<file path="config.mk">
export PLATFORM = sky130hd
export DESIGN_NAME = spu_fetch_flat
export DESIGN_NICKNAME = d
export VERILOG_FILES = /design/src/rtl/spu_fetch_if.sv /design/src/rtl/spu_fetch.sv /design/src/flat_wrapper.sv
export SDC_FILE = /design/constraint.sdc
export NUM_CORES = 1
export LEC_CHECK = 0
export CAP_MARGIN = 20
export CORE_AREA = 4 4 191 193
export DETAILED_ROUTE_END_ITERATION = 8
export DIE_AREA = 0 0 195 197
export GPL_TIMING_DRIVEN = 1
export HOLD_SLACK_MARGIN = 0.05
export PLACE_DENSITY = 0.78
export SETUP_SLACK_MARGIN = 0.4
export SYNTH_ARGS = -nofsm -noshare
export SYNTH_HDL_FRONTEND = slang
export SYNTH_SLANG_ARGS = --single-unit
</file>
<file path="constraint.sdc">
create_clock -name clk -period 10 [get_ports clk]
set_input_delay 2 -clock clk [delete_from_list [all_inputs] [get_ports clk]]
set_output_delay 2 -clock clk [all_outputs]
set_load 0.005 [all_outputs]
</file>
<file path="src/rtl/spu_fetch_if.sv">
// rtl/spu_fetch_if.sv - fetch-stage bus bundle: LS fetch port, redirect/membusy controls, decode handshake
interface spu_fetch_if #(
    parameter int WIDTH = 32
);
    logic             redirect;
    logic [WIDTH-1:0] redirect_pc;
    logic             membusy;
    logic             fetchinstr;
    logic [WIDTH-1:0] adr;
    logic [WIDTH-1:0] instr0;
    logic [WIDTH-1:0] instr1;
    logic             pair_valid;
    logic             pair_ready;
    logic [WIDTH-1:0] out_instr0;
    logic [WIDTH-1:0] out_instr1;
    logic [WIDTH-1:0] out_pc;

    modport master (
        input  redirect, redirect_pc, membusy, instr0, instr1, pair_ready,
        output fetchinstr, adr, pair_valid, out_instr0, out_instr1, out_pc
    );

    modport slave (
        output redirect, redirect_pc, membusy, instr0, instr1, pair_ready,
        input  fetchinstr, adr, pair_valid, out_instr0, out_instr1, out_pc
    );
endinterface

</file>
<file path="src/rtl/spu_fetch.sv">
// rtl/spu_fetch.sv - cellspu instruction fetch: PC, credit-based dual-word fetch, pair FIFO, redirect flush
module spu_fetch #(
    parameter int               WIDTH   = 32,
    parameter int               DEPTH   = 4,
    parameter logic [WIDTH-1:0] RESETPC = '0,
    parameter logic [WIDTH-1:0] LSMASK  = 32'h3FFF
) (
    input  logic         clk,
    input  logic         reset,
    spu_fetch_if.master  bus
);
    localparam int AW = $clog2(DEPTH);
    localparam int CW = AW + 1;

    logic [WIDTH-1:0] pc;
    logic [WIDTH-1:0] inflight_pc;
    logic             inflight;
    logic             drop;
    logic [AW-1:0]    rd_ptr;
    logic [AW-1:0]    wr_ptr;
    logic [CW-1:0]    count;

    logic [WIDTH-1:0] fifo_pc [DEPTH];
    logic [WIDTH-1:0] fifo_i0 [DEPTH];
    logic [WIDTH-1:0] fifo_i1 [DEPTH];

    logic [CW:0] used;
    logic        issue;
    logic        push;
    logic        pop;

    // Credits count both stored pairs and the one in flight, so a response never finds the FIFO full.
    always_comb begin
        used  = {1'b0, count} + (CW+1)'(inflight);
        issue = !reset && !bus.redirect && !bus.membusy && (used < (CW+1)'(DEPTH));
        // A response landing in a redirect cycle would be flushed on the same edge, so it is not written.
        push  = inflight && !drop && !bus.redirect;
        pop   = bus.pair_valid && bus.pair_ready;
    end

    assign bus.fetchinstr = issue;
    assign bus.adr        = pc & LSMASK;
    assign bus.pair_valid = (count != '0);
    assign bus.out_pc     = fifo_pc[rd_ptr];
    assign bus.out_instr0 = fifo_i0[rd_ptr];
    assign bus.out_instr1 = fifo_i1[rd_ptr];

    // PC, in-flight tracking, drop flag and FIFO bookkeeping.
    always_ff @(posedge clk) begin
        if (reset) begin
            pc          <= RESETPC;
            inflight    <= 1'b0;
            inflight_pc <= '0;
            drop        <= 1'b0;
            rd_ptr      <= '0;
            wr_ptr      <= '0;
            count       <= '0;
            for (int i = 0; i < DEPTH; i++) begin
                fifo_pc[i] <= '0;
                fifo_i0[i] <= '0;
                fifo_i1[i] <= '0;
            end
        end else begin
            // drop marks the cycle a stale response could still arrive; it lives for one cycle only.
            drop     <= bus.redirect ? inflight : 1'b0;
            inflight <= issue;
            if (issue) begin
                inflight_pc <= pc;
                pc          <= pc + WIDTH'(8);
            end
            if (bus.redirect) begin
                pc     <= bus.redirect_pc & ~WIDTH'(7);
                rd_ptr <= '0;
                wr_ptr <= '0;
                count  <= '0;
            end else begin
                if (push) begin
                    fifo_pc[wr_ptr] <= inflight_pc;
                    fifo_i0[wr_ptr] <= bus.instr0;
                    fifo_i1[wr_ptr] <= bus.instr1;
                    wr_ptr          <= wr_ptr + AW'(1);
                end
                if (pop) begin
                    rd_ptr <= rd_ptr + AW'(1);
                end
                count <= count + CW'(push) - CW'(pop);
            end
        end
    end
endmodule

</file>
<file path="src/flat_wrapper.sv">
// flat-port wrapper written by rule: the top's interface ports become plain ports
module spu_fetch_flat 
#(
    parameter int               WIDTH   = 32,
    parameter int               DEPTH   = 4,
    parameter logic [WIDTH-1:0] RESETPC = '0,
    parameter logic [WIDTH-1:0] LSMASK  = 32'h3FFF
)
  (clk, reset, bus_redirect, bus_redirect_pc, bus_membusy, bus_instr0, bus_instr1, bus_pair_ready, bus_fetchinstr, bus_adr, bus_pair_valid, bus_out_instr0, bus_out_instr1, bus_out_pc);
  spu_fetch_if #(.WIDTH(WIDTH)) bus_i ();
  input  logic clk;
  input  logic reset;
  input wire logic [$bits(bus_i.redirect)-1:0] bus_redirect;
  input wire logic [$bits(bus_i.redirect_pc)-1:0] bus_redirect_pc;
  input wire logic [$bits(bus_i.membusy)-1:0] bus_membusy;
  input wire logic [$bits(bus_i.instr0)-1:0] bus_instr0;
  input wire logic [$bits(bus_i.instr1)-1:0] bus_instr1;
  input wire logic [$bits(bus_i.pair_ready)-1:0] bus_pair_ready;
  output wire logic [$bits(bus_i.fetchinstr)-1:0] bus_fetchinstr;
  output wire logic [$bits(bus_i.adr)-1:0] bus_adr;
  output wire logic [$bits(bus_i.pair_valid)-1:0] bus_pair_valid;
  output wire logic [$bits(bus_i.out_instr0)-1:0] bus_out_instr0;
  output wire logic [$bits(bus_i.out_instr1)-1:0] bus_out_instr1;
  output wire logic [$bits(bus_i.out_pc)-1:0] bus_out_pc;
  assign bus_i.redirect = bus_redirect;
  assign bus_i.redirect_pc = bus_redirect_pc;
  assign bus_i.membusy = bus_membusy;
  assign bus_i.instr0 = bus_instr0;
  assign bus_i.instr1 = bus_instr1;
  assign bus_i.pair_ready = bus_pair_ready;
  assign bus_fetchinstr = bus_i.fetchinstr;
  assign bus_adr = bus_i.adr;
  assign bus_pair_valid = bus_i.pair_valid;
  assign bus_out_instr0 = bus_i.out_instr0;
  assign bus_out_instr1 = bus_i.out_instr1;
  assign bus_out_pc = bus_i.out_pc;
  spu_fetch #(.WIDTH(WIDTH), .DEPTH(DEPTH), .RESETPC(RESETPC), .LSMASK(LSMASK)) u_core (.clk(clk), .reset(reset), .bus(bus_i));
endmodule
</file>
==> results of run 1 <==
-- cells in the final DEF (no fill, tap or decap), types with 3 or more instances in the layout --
cell type	Yosys	routed
mux4_2	93	93
or3_1	3	3
buf_4	35	13
a311oi_1	7	7
nand4_1	12	12
clkdlybuf4s50_1	0	202
clkbuf_1	56	4
xor2_1	6	6
or4_1	3	3
a211oi_1	16	16
dfxtp_1	69	67
clkinv_1	0	14
a21oi_1	34	34
and2_1	68	68
edfxtp_1	372	372
o31a_1	3	3
clkinv_2	0	9
bufinv_16	0	4
inv_1	108	108
nor2_1	248	248
nand2_1	172	172
and4_1	4	4
conb_1	1	24
xnor2_1	15	15
nor3_1	8	8
ha_1	4	4
nand3_1	7	7
nor4_1	6	6
clkbuf_16	0	45
o21ai_0	6	6
-- through the flow --
stage | setup slack, ns | instances
2_1_floorplan | 4.51 | 1442
3_3_place_gp | 2.67 | 1994
3_5_place_dp | 2.56 | 1994
4_1_cts | 2.57 | 2074
5_1_grt | 2.31 | 2074
6_report | 2.58 | 2074
-- power by group through the flow --
stage               clock network (mW)  logic (mW)  registers, mW
global placement                     0       0.231           2.12
finish                            1.59       0.231           2.09
detailed placement                   0       0.233           2.13
floorplan                            0       0.116           2.12
global route                      1.69       0.248           2.09
CTS                               1.61       0.234           2.09
-- kinds of logic after synthesis --
group                    Yosys count  share of synthesized area, %
AO/OA/AOI/OAI                     78                          2.81
XOR/XNOR                          21                         0.975
adder cells (fa/ha/maj)            5                         0.371
buffers and inverters            227                          5.29
flip-flops                       441                          66.5
multiplexers                      93                          11.1
other                              1                        0.0199
AND/OR/NAND/NOR                  553                          12.9
-- worst min-delay path by stage --
stage | endpoint | start | slack (ns) | cells past startpoint
2_1_floorplan | u_core.inflight_pc[10] | u_core.inflight_pc[10] | 0.44 | 2
3_3_place_gp | u_core.inflight_pc[3] | u_core.inflight_pc[3] | 0.45 | 2
3_5_place_dp | u_core.inflight_pc[3] | u_core.inflight_pc[3] | 0.45 | 2
4_1_cts | u_core.inflight_pc[3] | u_core.inflight_pc[3] | 0.46 | 2
5_1_grt | u_core.inflight_pc[3] | u_core.inflight_pc[3] | 0.48 | 2
6_report | u_core.inflight_pc[3] | u_core.inflight_pc[3] | 0.46 | 2
-- layout make-up --
type	instances	area, µm²
timing repair buffer	216	2120
inverter	108	405
clock inverter	31	250
multi-input combinational	774	5460
sequential	441	12600
clock buffer	49	1140
tap	455	569
fill	2518	12000
-- tightest hold or removal path, delay by kind of cell, from the launching register on --
kind	cells	cell delay, ns
DFF	1	0.31
and+or+nand+nor	1	0.05
AOI/OAI and AO/OA	1	0.05
-- layer usage --
layer | vias up | share of wire, % | track usage (%) | wire, µm
li1 | 5289 | - | - | -
met1 | 5696 | 41 | 29.1 | 16900
met2 | 456 | 50 | 36.2 | 20700
met3 | 56 | 7.3 | 3.35 | 3040
met4 | 0 | 2.1 | 6.05 | 867
met5 | - | 0 | 0 | 0
-- state kept, by name, summed over array words and instances (netlist names), named ones only --
signal	flops
u_core.rd_ptr	2
u_core.fifo_pc	116
u_core.drop	1
u_core.count	3
u_core.fifo_i1	128
u_core.fifo_i0	128
u_core.inflight_pc	29
u_core.inflight	1
u_core.pc	29
u_core.wr_ptr	2
==> metrics.md, run 1 <==
| Metric | Value |
|---|---|
| Pleak | `8.46 nW` |
| CTS Sinks | `441` |
| Drt first-iter violations | `1,002` |
| Clock H-tree levels | `2` |
| Top cell type's share of synthesized area | `59.2%` |
| FF-to-FF Start | `u_core.count[1]` |
| R2r endpoint | `u_core.inflight_pc[29]` |
| Global route overflow | `0` |
| Tmin final | `7.42 ns` |
| Max-cap violations | `0` |
| Synth async-reset ratio | `0%` |
| Tightest Pin Transition | `1.02 ns` |
| CP Cell Sequence | `clkdlybuf4s50_1, nand3b_1, o32ai_4, nand2_1, inv_1, clkdlybuf4s50_1` |
| Post-Syn Area | `18,900 µm²` |
| Critical path required time | `8.00 ns` |
| Global-route wire length before repair | `65,200 µm` |
| Status | `finished, final reports clean` |
| Largest cells by area after synthesis | `edfxtp_1 (59%), mux4_2 (11%), dfxtp_1 (7.3%)` |
| Cell area power density | `174 nW/µm²` |
| RSZ-0062 raised after global routing | `false` |
| Synth top cells by count | `edfxtp_1 (372), nor2_1 (248), nand2_1 (172)` |
| Sequential Power Share | `53.5%` |
| Die ar. | `38,400 µm²` |
| Net Sw Frac | `20.7%` |
| VDD IR max | `0.000129 V` |
| Post-DP HPWL | `23,800 µm` |
| Worst stage delay on the critical path | `0.99 ns` |
| Pre-antenna DRT Iters | `5` |
| Net switching power | `0.807 mW` |
| Root buffer cell | `clkbuf_16` |
| Clock transition at path regs | `0.06 ns` |
| Hold_buf cts | `0` |
| Die Ht | `197 µm` |
| Row Count | `68` |
| Fmax | `135 MHz` |
| Antenna violations before repair | `0` |
| Buf/Inv on CP | `3` |
| Netlist cell types | `52` |
| Worst Path Max Fanout | `31` |
| Die X-Extent | `195 µm` |
| Dpl cell area | `21,100 µm²` |
| Synth area leader | `edfxtp_1` |
| Ys flop type | `edfxtp_1` |
| Clock Power Share | `40.6%` |
| Register area share after synthesis | `66.5%` |
| Crit-path slowest cell | `inv_1` |
| IO Count | `231` |
| #FFs+latches synth | `441` |
| Number of synthesized flops with an enable pin | `372` |
| Worst min path class | `register to register` |
| Setup crit end kind | `output pin` |
| CTS tree | `yes` |
| DRC Markers | `0` |
| Final core utilization | `65.2%` |
| Setup Fix Bufs, Post-CTS | `0` |
| Crit path launch | `bus_membusy` |
| Vias in the first global route | `12,000` |
| Largest net degree at the start of global routing | `68` |
| Fin Hold WS | `0.457 ns` |
| Initial Util | `54.6%` |
| Crit Path Category | `input pin to output pin` |
| Sum Neg Setup Slack | `0 ns` |
| Final instance area | `22,500 µm²` |
| Total CTS buffers | `44` |
| Fin crit share | `74.2%` |
| Layout area overhead | `19.3%` |
| Cell mode on critical path | `clkdlybuf4s50_1` |
| Layout net count | `1,691` |
| Pwr Total | `3.91 mW` |
| FF-to-FF path depth | `7` |
| Share of layout cells above drive strength 1 | `11.7%` |
| Syn. warnings | `0` |
| Mean post-synth cell area | `13.3 µm²` |
| Critical path launch point type | `input pin` |
| Final ANT Viol Nets | `0` |
| Count leader, synth | `edfxtp_1` |
| Clock Tree Buf Depth | `3` |
| Critical Path AT | `5.42 ns` |
| I/O Buffers | `203` |
| Comb power frac | `5.9%` |
| CP Depth | `6` |
| Clock skew | `0.0140 ns` |
| Flop-to-flop setup slack | `6.52 ns` |
| Detailed-route via count | `11,500` |
| Final-report max-slew violation count | `0` |
| Core area | `34,500 µm²` |
| Clock Latency Late Sink | `0.54 ns` |
| Family with the most delay on the worst path | `buffers and inverters` |
| Routability Congestion | `0.847` |
| Overall routing resource usage | `21.3%` |
| Crit path to | `bus_fetchinstr` |
| Slew HR | `32.0%` |
| Ant diodes | `0` |
| # resized after CTS | `0` |
| Drt total wl | `41,500 µm` |
| DR WL/cell | `20.0 µm` |
| Cells after Synth | `1,419` |
| Hold Fails Final Rpt | `0` |
| Int Power | `3.10 mW` |
| Final setup viols | `0` |
| Vias per std cell | `5.54` |
No activity file was read; power rests on OpenSTA's default activity.
==> run 2: changes to the inputs <==
--- a/config.mk
+++ b/config.mk
@@ -6,12 +6,12 @@
 export NUM_CORES = 1
 export LEC_CHECK = 0
 export CAP_MARGIN = 20
-export CORE_AREA = 4 4 191 193
+export CORE_AREA = 4 4 200 202
 export DETAILED_ROUTE_END_ITERATION = 8
-export DIE_AREA = 0 0 195 197
+export DIE_AREA = 0 0 204 206
 export GPL_TIMING_DRIVEN = 1
 export HOLD_SLACK_MARGIN = 0.05
-export PLACE_DENSITY = 0.78
+export PLACE_DENSITY = 0.75
 export SETUP_SLACK_MARGIN = 0.4
 export SYNTH_ARGS = -nofsm -noshare
 export SYNTH_HDL_FRONTEND = slang
==> constraint.sdc (replaced) <==
create_clock -name clk -period 6.5 [get_ports clk]
set_input_delay 1.3 -clock clk [delete_from_list [all_inputs] [get_ports clk]]
set_output_delay 1.3 -clock clk [all_outputs]
set_load 0.005 [all_outputs]
==> run 2 against run 1 <==
Die area increased by 9.4%; design area is 0.77% higher; register-to-register slack got worse by 3.0 ns; global-route usage down 0.94 points; utilization shrank 5.9 points; routed wire length up 2.3%; sequential cell count stayed put; clock power is 55% higher; critical path type unchanged; highest routed layer unchanged.
==> metrics.md, run 2 (same netlist as run 1, synthesis figures left out) <==
| Metric | Value |
|---|---|
| Total CTS buffers | `46 (+4.5%)` |
| Clock Latency Late Sink | `0.55 ns (about the same)` |
| Hold_buf cts | `0 (unchanged)` |
| Root buffer cell | `clkbuf_16` |
| Final setup viols | `0 (unchanged)` |
| Top flop regs | `u_core.fifo_i0 (128), u_core.fifo_i1 (128), u_core.fifo_pc (116)` |
| Setup crit end kind | `output pin` |
| Tmin final | `4.87 ns` |
| Commonest cells after routing, fill and taps aside | `edfxtp_1 (372), nor2_1 (248), clkdlybuf4s50_1 (202)` |
| Most common cell after layout, fill and taps aside | `edfxtp_1` |
| CTS Sinks | `441 (unchanged)` |
| RSZ-0062 raised after global routing | `false` |
| Setup Fix Bufs, Post-CTS | `0 (unchanged)` |
| # resized after CTS | `0 (unchanged)` |
| Core area | `38,300 µm² (+11%)` |
| Antenna violations before repair | `1 (+1)` |
| DRC Markers | `0 (unchanged)` |
| Layout net count | `1,700 (+0.53%)` |
| Min setup slack post-route | `1.63 ns (-0.953 ns)` |
| Global-route wire length before repair | `67,000 µm (+2.8%)` |
| Layout area overhead | `20.2%` |
| Final ANT Viol Nets | `0 (unchanged)` |
| Row Count | `72 (+5.9%)` |
| Detailed-route via count | `11,400 (-0.99%)` |
| Crit Path Category | `input pin to output pin` |
| Fill cells | `2,966 (+18%)` |
| Overall routing resource usage | `20.4% (-0.94 points)` |
| Clock skew | `0.0185 ns (+0.00447 ns)` |
| DP Worst Slack | `1.64 ns (-0.925 ns)` |
| Clock H-tree levels | `2 (unchanged)` |
| Worst min path class | `register to register` |
| DR WL/cell | `19.8 µm (-1.1%)` |
| VDD IR max | `0.000152 V (+18%)` |
| Die Ht | `206 µm (+4.6%)` |
| Critical path launch point type | `input pin` |
| Status | `finished, final reports clean` |
| Critical path required time | `5.20 ns (-2.80 ns)` |
| Global route overflow | `0 (unchanged)` |
| Fmax | `205 MHz` |
| Largest net degree at the start of global routing | `72 (+5.9%)` |
| Tightest Pin Transition | `1.04 ns (+0.0250 ns)` |
| Pleak | `8.52 nW (+0.67%)` |
| IO Count | `231 (unchanged)` |
| Worst Path Max Fanout | `31 (unchanged)` |
| Initial Util | `49.3% (-5.3 points)` |
| Fin crit share | `75.0%` |
| Clock transition at path regs | `0.06 ns (about the same)` |
| Clock Tree Buf Depth | `3 (unchanged)` |
| Routability Congestion | `0.862 (+1.8%)` |
| Vias in the first global route | `12,100 (+0.74%)` |
| Die ar. | `42,000 µm² (+9.4%)` |
| Die X-Extent | `204 µm (+4.6%)` |
| Post-DP HPWL | `24,900 µm (+4.6%)` |
| Drt total wl | `42,500 µm (+2.3%)` |
| Hold Fails Final Rpt | `0 (unchanged)` |
| CTS tree | `yes` |
| Pre-antenna DRT Iters | `5 (unchanged)` |
| Share of layout cells above drive strength 1 | `12.5% (+0.74 points)` |
| Vias per std cell | `5.30 (-4.3%)` |
| Max-cap violations | `0 (unchanged)` |
| Sum Neg Setup Slack | `0 ns (unchanged)` |
| FF+latch area | `12,600 µm² (unchanged)` |
| I/O Buffers | `203 (unchanged)` |
| Drt first-iter violations | `737 (-26%)` |
| Cell area power density | `266 nW/µm² (+53%)` |
| Final-report max-slew violation count | `0 (unchanged)` |
| Critical Path AT | `3.57 ns (-1.85 ns)` |
| Multi-input logic area | `5460 µm² (unchanged)` |
| Slew HR | `30.5% (-1.5 points)` |
## run 2: final timing paths
path	cells past startpoint	slack (ns)	startpoint	end
worst max-delay path	6	1.63	bus_redirect	bus_fetchinstr
worst min-delay path	2	0.47	u_core.inflight_pc[17]	u_core.inflight_pc[17]
worst max register to register	4	3.52	u_core.wr_ptr[0]	u_core.fifo_i0[2][1]
worst min register to register	2	0.47	u_core.inflight_pc[17]	u_core.inflight_pc[17]
## run 2: critical path: stages
cell and delay [ns]:
clkdlybuf4s50_1 0.76, nor2_1 0.51, nand2_1 0.10, buf_4 0.25, inv_1 0.12, clkdlybuf4s50_1 0.52
## run 2: metal layers
layer  up-vias  global-route usage (%)  share of wire, %
met2       413                    35.7                51
met3        57                    3.80               7.6
met1      5603                    26.5                40
met5         -                       0                 0
li1       5310                       -                 -
met4         0                    5.14               2.1
## run 2: cell type report
class	instances	area share [%]
multi-input combinational	774	24.1
tap	518	2.86
sequential	441	55.4
timing repair buffer	223	9.65
inverter	108	1.79
clock inverter	24	0.568
clock buffer	57	5.69
antenna	1	0.0110
## run 2: stage by stage
stage / power [mW] / area [µm²] / util [%] / cells / hold WS (ns)
floorplan: 3.44 / 19000 / - / 1442 / 0.437
global placement: 3.62 / 21300 / 55.5 / 2064 / 0.456
detailed placement: 3.63 / 21300 / 55.5 / 2064 / 0.458
CTS: 6.09 / 22700 / 59.2 / 2145 / 0.467
global route: 6.24 / 22700 / 59.2 / 2146 / 0.496
finish: 6.04 / 22700 / 59.2 / 2146 / 0.466
## run 2: power breakdown
part | switching (mW) | internal [mW]
combinational | 0.172 | 0.185
sequential | 0.0508 | 3.16
clock | 1.06 | 1.41
==> run 3: changes to the inputs <==
--- a/config.mk
+++ b/config.mk
@@ -6,12 +6,12 @@
 export NUM_CORES = 1
 export LEC_CHECK = 0
 export CAP_MARGIN = 20
-export CORE_AREA = 4 4 200 202
+export CORE_AREA = 4 4 191 193
 export DETAILED_ROUTE_END_ITERATION = 8
-export DIE_AREA = 0 0 204 206
+export DIE_AREA = 0 0 195 197
 export GPL_TIMING_DRIVEN = 1
 export HOLD_SLACK_MARGIN = 0.05
-export PLACE_DENSITY = 0.75
+export PLACE_DENSITY = 0.78
 export SETUP_SLACK_MARGIN = 0.4
 export SYNTH_ARGS = -nofsm -noshare
 export SYNTH_HDL_FRONTEND = slang
==> constraint.sdc (replaced) <==
create_clock -name clk -period 4.9 [get_ports clk]
set_input_delay 0.98 -clock clk [delete_from_list [all_inputs] [get_ports clk]]
set_output_delay 0.98 -clock clk [all_outputs]
set_load 0.005 [all_outputs]
==> run 3 against run 2 <==
Routed wire length decreased by 3.7%; design area grew 0.13%; worst hold slack got worse by 0.00060 ns; cell count is 2.9% lower; critical path depth is 3 lower; clock-buffer cell count rose by 1; via count up 0.54%; worst setup slack got worse by 0.55 ns; critical endpoint is now bus_out_pc[27]; largest cell class unchanged.
==> metrics.md, run 3 (same netlist as run 1, synthesis figures left out) <==
| Metric | Value |
|---|---|
| Status | `finished, final reports clean` |
| Most common cell after layout, fill and taps aside | `edfxtp_1` |
| Hold_buf cts | `0 (unchanged)` |
| Final ANT Viol Nets | `0 (unchanged)` |
| Final setup viols | `0 (unchanged)` |
| Layout area overhead | `20.4%` |
| RSZ-0062 raised after global routing | `false` |
| Hold_sp | `u_core.inflight_pc[11]` |
| Vias per std cell | `5.49 (+3.5%)` |
| Die X-Extent | `195 µm (-4.4%)` |
| Net Sw Frac | `20.4% (-0.93 points)` |
| Hold Fails Final Rpt | `0 (unchanged)` |
| Flop-to-flop setup slack | `2.35 ns (-1.17 ns)` |
| Initial Util | `54.6% (+5.3 points)` |
| Ant diodes | `0 (-1)` |
| DRC Markers | `0 (unchanged)` |
| Clock Latency Late Sink | `0.53 ns (-0.02 ns)` |
| I/O Buffers | `203 (unchanged)` |
| Share of layout cells above drive strength 1 | `12.2% (-0.26 points)` |
| Critical path launch point type | `register` |
| DP Worst Slack | `0.979 ns (-0.657 ns)` |
| CTS Sinks | `441 (unchanged)` |
| Vias in the first global route | `11,500 (-4.5%)` |
| Row Count | `68 (-5.6%)` |
| Clock H-tree levels | `2 (unchanged)` |
| Min setup slack post-route | `1.07 ns (-0.553 ns)` |
| Layout net count | `1,702 (+0.12%)` |
| Worst Path Max Fanout | `27 (-13%)` |
| Comb power frac | `6.1% (+0.2 points)` |
| Post-DP HPWL | `24,400 µm (-1.8%)` |
| Sequential Power Share | `53.4% (+0.2 points)` |
| Global-route wire length before repair | `63,800 µm (-4.8%)` |
| Fin crit share | `78.1%` |
| Drt first-iter violations | `937 (+27%)` |
| CTS tree | `yes` |
| Commonest cells after routing, fill and taps aside | `edfxtp_1 (372), nor2_1 (248), clkdlybuf4s50_1 (202)` |
| Fill cells | `2,508 (-15%)` |
| Clock Tree Buf Depth | `3 (unchanged)` |
| Overall routing resource usage | `21.0% (+0.66 points)` |
| Total CTS buffers | `44 (-4.3%)` |
| Final-report max-slew violation count | `0 (unchanged)` |
| Clock skew | `0.0228 ns (+0.00430 ns)` |
| Clock Power Share | `40.6% (-0.3 points)` |
| Antenna violations before repair | `0 (-1)` |
| Drt total wl | `40,900 µm (-3.7%)` |
| Int Power | `6.35 mW (+34%)` |
| Tmin final | `3.83 ns` |
| Routability Congestion | `0.832 (-3.5%)` |
| FF-to-FF Start | `u_core.wr_ptr[0]` |
| Largest net degree at the start of global routing | `94 (+31%)` |
| VDD IR max | `0.000258 V (+70%)` |
| Pleak | `8.54 nW (+0.29%)` |
| Slew HR | `44.6% (+14 points)` |
| Pre-antenna DRT Iters | `5 (unchanged)` |
| Setup crit end kind | `output pin` |
| # resized after CTS | `0 (unchanged)` |
| Max-cap violations | `0 (unchanged)` |
| Top flop regs | `u_core.fifo_i0 (128), u_core.fifo_i1 (128), u_core.fifo_pc (116)` |
| Core area | `34,500 µm² (-9.8%)` |
| Worst min path class | `register to register` |
| Die ar. | `38,400 µm² (-8.6%)` |
| Critical path required time | `3.92 ns (-1.28 ns)` |
| DR WL/cell | `19.6 µm (-0.85%)` |
| Final core utilization | `65.7% (+6.5 points)` |
| Clock transition at path regs | `0.06 ns (about the same)` |
| Tightest Pin Transition | `0.832 ns (-0.211 ns)` |
| Root buffer cell | `clkbuf_16` |
| Fin Hold WS | `0.465 ns (-0.000604 ns)` |
| Fmax | `261 MHz` |
| IO Count | `231 (unchanged)` |
| Net switching power | `1.62 mW (+26%)` |
| Cell area power density | `351 nW/µm² (+32%)` |
| Crit Path Category | `register to output pin` |
| Global route overflow | `0 (unchanged)` |
| Critical Path AT | `2.85 ns (-0.72 ns)` |
| Detailed-route via count | `11,400 (+0.54%)` |
| Sum Neg Setup Slack | `0 ns (unchanged)` |
| Setup Fix Bufs, Post-CTS | `0 (unchanged)` |
| Die Ht | `197 µm (-4.4%)` |
==> run 3: cell types whose count changed in the layout (fill, tap and decap cells not counted), sizes merged <==
cell	delta
clkinvlp	+1
buf	+4
clkbuf	+1
clkinv	-5
inv	-2
bufinv	+3
diode	-1
==> run 3: path summary, 6_finish.rpt <==
check | end | cells past startpoint
worst max-delay path | bus_out_pc[27] | 3
worst min-delay path | u_core.inflight_pc[11] | 2
worst max register to register | u_core.fifo_i0[2][17] | 4
worst min register to register | u_core.inflight_pc[11] | 2
==> run 3: stage by stage <==
| stage | cell area, µm² | std cells | power [mW] |
|---|---|---|---|
| after global routing | 22700 | 2084 | 8.25 |
| final | 22700 | 2084 | 7.98 |
| after global placement | 21300 | 2005 | 4.81 |
| after CTS | 22700 | 2084 | 8.04 |
| after floorplan | 19000 | 1442 | 4.56 |
| after detailed placement | 21300 | 2005 | 4.83 |
==> run 3: final cells by class <==
class,instances,area (µm²),share of cell area (%)
inverters,108,405,1.79
clock inverters,21,184,0.810
well taps,455,569,2.51
repair buffers,227,2320,10.2
flip-flops and latches,441,12600,55.3
multi-input cells,774,5460,24.0
clock buffers,58,1220,5.36
==> run 3: worst max-delay path, stage by stage, from the launching register on <==
cell             delay, ns
dfxtp_4               0.71
buf_4                 0.51
mux4_2                0.60
clkdlybuf4s50_1       0.47
==> run 3: power groups by stage <==
| stage | Sequential, mW | Combinational [mW] | Clock, mW |
|---|---|---|---|
| after floorplan | 4.32 | 0.236 | 0 |
| after global placement | 4.33 | 0.486 | 0 |
| after detailed placement | 4.34 | 0.488 | 0 |
| after CTS | 4.26 | 0.491 | 3.29 |
| after global routing | 4.27 | 0.520 | 3.46 |
| final | 4.26 | 0.484 | 3.24 |
==> run 3: metal layers <==
layer	share of wire [%]	wire (µm)	track usage, %	up-vias
li1	-	-	-	5315
met1	41	16900	28.7	5629
met2	49	20200	35.7	442
met3	7.4	3020	3.76	58
met4	1.9	797	5.33	0
met5	0	0	0	-
